[src/rtl/gate_chk_pkg.sv]
// Shared types and constants for the gate vector checker: FSM states, common
// 2-input truth tables and sizing limits.
package gate_chk_pkg;

    typedef enum logic [1:0] {
        IDLE,
        RUN,
        DONE
    } state_e;

    // Bit k of each table is the expected gate output for input vector k.
    localparam logic [3:0] TT_NAND2 = 4'b0111;
    localparam logic [3:0] TT_NOR2  = 4'b0001;
    localparam logic [3:0] TT_XOR2  = 4'b0110;
    localparam logic [3:0] TT_AND2  = 4'b1000;

    localparam int MAX_N_IN = 4;
    localparam int SETTLE_W = 4;

endpackage

[src/rtl/gate_chk_settle_cnt.sv]
// Settle-time counter: strobes sample_o on the cycle a vector has been held
// for SETTLE_CYC+1 cycles, then restarts for the next vector.
module gate_chk_settle_cnt
    import gate_chk_pkg::*;
#(
    parameter int SETTLE_CYC = 1
) (
    input  logic clk,
    input  logic rst,
    input  logic clear_i,
    input  logic en_i,
    output logic sample_o
);

    localparam logic [SETTLE_W-1:0] LAST_CNT = SETTLE_W'(SETTLE_CYC);

    logic [SETTLE_W-1:0] cnt_q, cnt_d;

    assign sample_o = en_i && (cnt_q == LAST_CNT);

    always_comb begin
        cnt_d = cnt_q;
        if (clear_i || sample_o) begin
            cnt_d = '0;
        end else if (en_i) begin
            cnt_d = cnt_q + 1'b1;
        end
    end

    always_ff @(posedge clk) begin
        if (rst) begin
            cnt_q <= '0;
        end else begin
            cnt_q <= cnt_d;
        end
    end

endmodule

[config.mk]
export PLATFORM = sky130hd
export DESIGN_NAME = gate_chk_settle_cnt
export DESIGN_NICKNAME = d
export VERILOG_FILES = /design/src/rtl/gate_chk_pkg.sv /design/src/rtl/gate_chk_settle_cnt.sv
export SDC_FILE = /design/constraint.sdc
export NUM_CORES = 1
export LEC_CHECK = 0
export CELL_PAD_IN_SITES_DETAIL_PLACEMENT = 1
export CELL_PAD_IN_SITES_GLOBAL_PLACEMENT = 2
export CORE_AREA = 2 2 39 41
export CTS_CLUSTER_DIAMETER = 120
export CTS_CLUSTER_SIZE = 14
export DETAILED_ROUTE_END_ITERATION = 10
export DIE_AREA = 0 0 41 43
export GPL_TIMING_DRIVEN = 0
export PLACE_DENSITY_LB_ADDON = 0.1
export SLEW_MARGIN = 15
export SYNTH_ARGS = -nofsm -noshare
export SYNTH_HDL_FRONTEND = slang
export SYNTH_SLANG_ARGS = --single-unit
export TNS_END_PERCENT = 5
[constraint.sdc]
create_clock -name clk -period 1.31 [get_ports clk]
set_input_delay 0.262 -clock clk [delete_from_list [all_inputs] [get_ports clk]]
set_output_delay 0.262 -clock clk [all_outputs]
set_load 0.03 [all_outputs]
==> results.sh <==
export IMPL_wire_per_inst_um=9.18
export IMPL_gp_congestion=0.578
export IMPL_clock_skew_ns=0.00640
export IMPL_placed_cells=39
export IMPL_num_fill_cells=159
export IMPL_drt_iter0_markers=1
export IMPL_grt_max_degree=7
export IMPL_r2r_cells=5
export IMPL_status="finished with violations"
export IMPL_die_area_mm2=0.00176
export IMPL_final_layout_size_suffix_gt1_share_pct=48.3
export IMPL_grt_total_usage_pct=6.33
export IMPL_multiInputGateArea_um2=138
export IMPL_dr_total_vias=159
export IMPL_layout_commonest_cell="nor2_1"
export IMPL_cts_buffers=3
export IMPL_syn_to_final_growth_pct=58.1
export IMPL_grt_pass1_wl_um=655
export IMPL_worstPathRequired_ns=1.05
export IMPL_finalCriticalPeriod_ns=1.36
export IMPL_regMostFlops="cnt_q"
export IMPL_nNetsFinal=36
export IMPL_slew_violations=0
export IMPL_start_util_pct=15.1
export IMPL_wl_met3_um=29
export IMPL_cts_hold_buf=0
export IMPL_core_mm2=0.00138
export IMPL_clk_pin_slew_worst_paths_ns=0.04
export IMPL_setup_viol=1
export IMPL_wl_met2_um=197
export IMPL_synth_area_mux_share_pct=0
export IMPL_regArea_um2=85.1
export IMPL_period_share_pct=104
export IMPL_synth_top_area_cell="dfxtp_1"
export IMPL_largest_reg_flops=4
export IMPL_syn_inst=19
export IMPL_grt_pass1_vias=159
export IMPL_yosys_warnings=0
export IMPL_grt_overflow=0
export IMPL_drc=0
export IMPL_synthesis_nets=25
export IMPL_drv_cap=0
export IMPL_clockBufferDepth=2
export IMPL_endpoint_kind="primary output"
export IMPL_tns_ns=-0.0545
export IMPL_fmax_mhz=733
export IMPL_row_count=14
export IMPL_ant_nets=0
export IMPL_avgSynthCellArea_um2=11.0
export IMPL_topRoutingLayerUsed="met3"
export IMPL_cts_sinks=4
export IMPL_reg_top3="cnt_q x4"
export IMPL_critPathKind="flop to primary output"
export IMPL_synth_simple_gate_area_share_pct=29.3
export IMPL_worst_pin_slew_ns=0.243
export IMPL_wl_met1_um=186
export IMPL_clock_latency_ns=0.24
export IMPL_crit_fanout=2
export IMPL_hold_depth=2
export IMPL_synth_compound_area_share_pct=5.99
export IMPL_antenna_cells=0
export IMPL_root_buffer="clkbuf_4"
export IMPL_wl_um=413
export IMPL_synth_top_cell_area_share_pct=38.3
export IMPL_most_common_layout_cells="nor2_1, clkbuf_4"
export IMPL_dieHeight_um=43
export IMPL_yosysUniqueCellTypes=11
export IMPL_relSlewSlack_pct=83.8
export IMPL_pin_count=5
export IMPL_viasPerCell=3.53
export IMPL_synth_seq_cells=4
export IMPL_io_buffers=4
export IMPL_worst_setup_path_start_kind="flop"
export IMPL_violations="setup timing"
export IMPL_power_density_mw_per_mm2=1020
export IMPL_synth_area_leaders="dfxtp_1, ha_1, nor4bb_4"
export IMPL_die_x_um=41
export IMPL_fin_ws_ns=-0.0545
export IMPL_synth_area_um2=209
export IMPL_leakagePower_uw=0.000122
export IMPL_finalHoldViolCount=0
export IMPL_synthXorXnorAreaFrac_pct=12.6
export IMPL_antenna_found_initial=0
export IMPL_vdd_drop_max_mv=0.544
export IMPL_rsz0062_at_grt="true"
export IMPL_cts_htree_levels=1
export IMPL_yosysSeqAreaShare_pct=38.3
export IMPL_holdCritPathClass="input pin to flop"
export IMPL_cp_arrival_ns=1.10
export IMPL_cts_tree="built"
export IMPL_synth_top_family_by_area="simple AND/OR/NAND/NOR gates"
export IMPL_firstDrtPassIters=2
export IMPL_final_cells=45
export IMPL_synth_adder_area_share_pct=12.0
-- layout make-up --
cell class                 instances  share of cell area, %
sequential                         4                   25.8
multi-input combinational         14                   41.7
inverter                           1                   1.14
clock buffer                       4                   7.95
tap                               16                   6.06
timing repair buffer               6                   17.4
-- cells in the mapped netlist --
library cell and count:
a211oi_2 1, dfxtp_1 4, ha_1 2, inv_1 1, nand2_1 1, nand4_1 1, nor2_1 4, nor4bb_4 1
or3_4 1, xnor2_1 1, xor2_1 2
-- metrics by stage --
stage	cell area [um^2]	setup WS [ns]	power (uW)	hold slack [ns]	util [%]
4_1_cts	327	-0.0915	349	0.395	23.6
6_report	330	-0.0545	338	0.396	23.9
2_1_floorplan	226	0.00708	152	0.340	-
3_5_place_dp	287	-0.906	170	0.548	20.7
3_3_place_gp	287	-0.894	168	0.545	20.7
5_1_grt	330	-0.132	362	0.406	23.9
-- where the power goes --
group          switching (uW)  internal (uW)  total (uW)  leakage [uW]
Clock                    52.9            114         167     0.0000150
Combinational            17.1           25.9        43.1     0.0000731
Sequential               2.69            125         127     0.0000336
-- layer usage --
metal / global-route usage [%] / up-vias
met1: 7.07 / 71
met5: 0 / -
met3: 7.85 / 0
met4: 0 / 0
li1: - / 84
met2: 8.13 / 4
-- repair_timing --
action	CTS	global route
gates resized for setup	9	1
pin swaps	0	1
setup buffers	2	0
endpoints found under the setup margin	5	2
-- critical path, stage by stage, from the launching register on --
cell and delay, ns:
dfxtp_2 0.31, inv_2 0.05, ha_4 0.11, nor4bb_4 0.22, buf_6 0.17
-- worst paths after layout --
kind                            endpoint      from  slack (ns)
worst min register to register  cnt_q[1]  cnt_q[0]        0.57
worst max register to register  cnt_q[1]  cnt_q[1]        0.07
worst max-delay path            sample_o  cnt_q[1]       -0.05
worst min-delay path            cnt_q[1]      en_i        0.40
-- kinds of logic after synthesis --
| kind of cell | after synthesis |
|---|---|
| adder cells (fa/ha/maj) | 2 |
| AO/OA/AOI/OAI | 1 |
| buffers and inverters | 1 |
| flip-flops | 4 |
| AND/OR/NAND/NOR | 8 |
| XOR/XNOR | 3 |
Note: power is estimated with default switching activity, not from simulation.
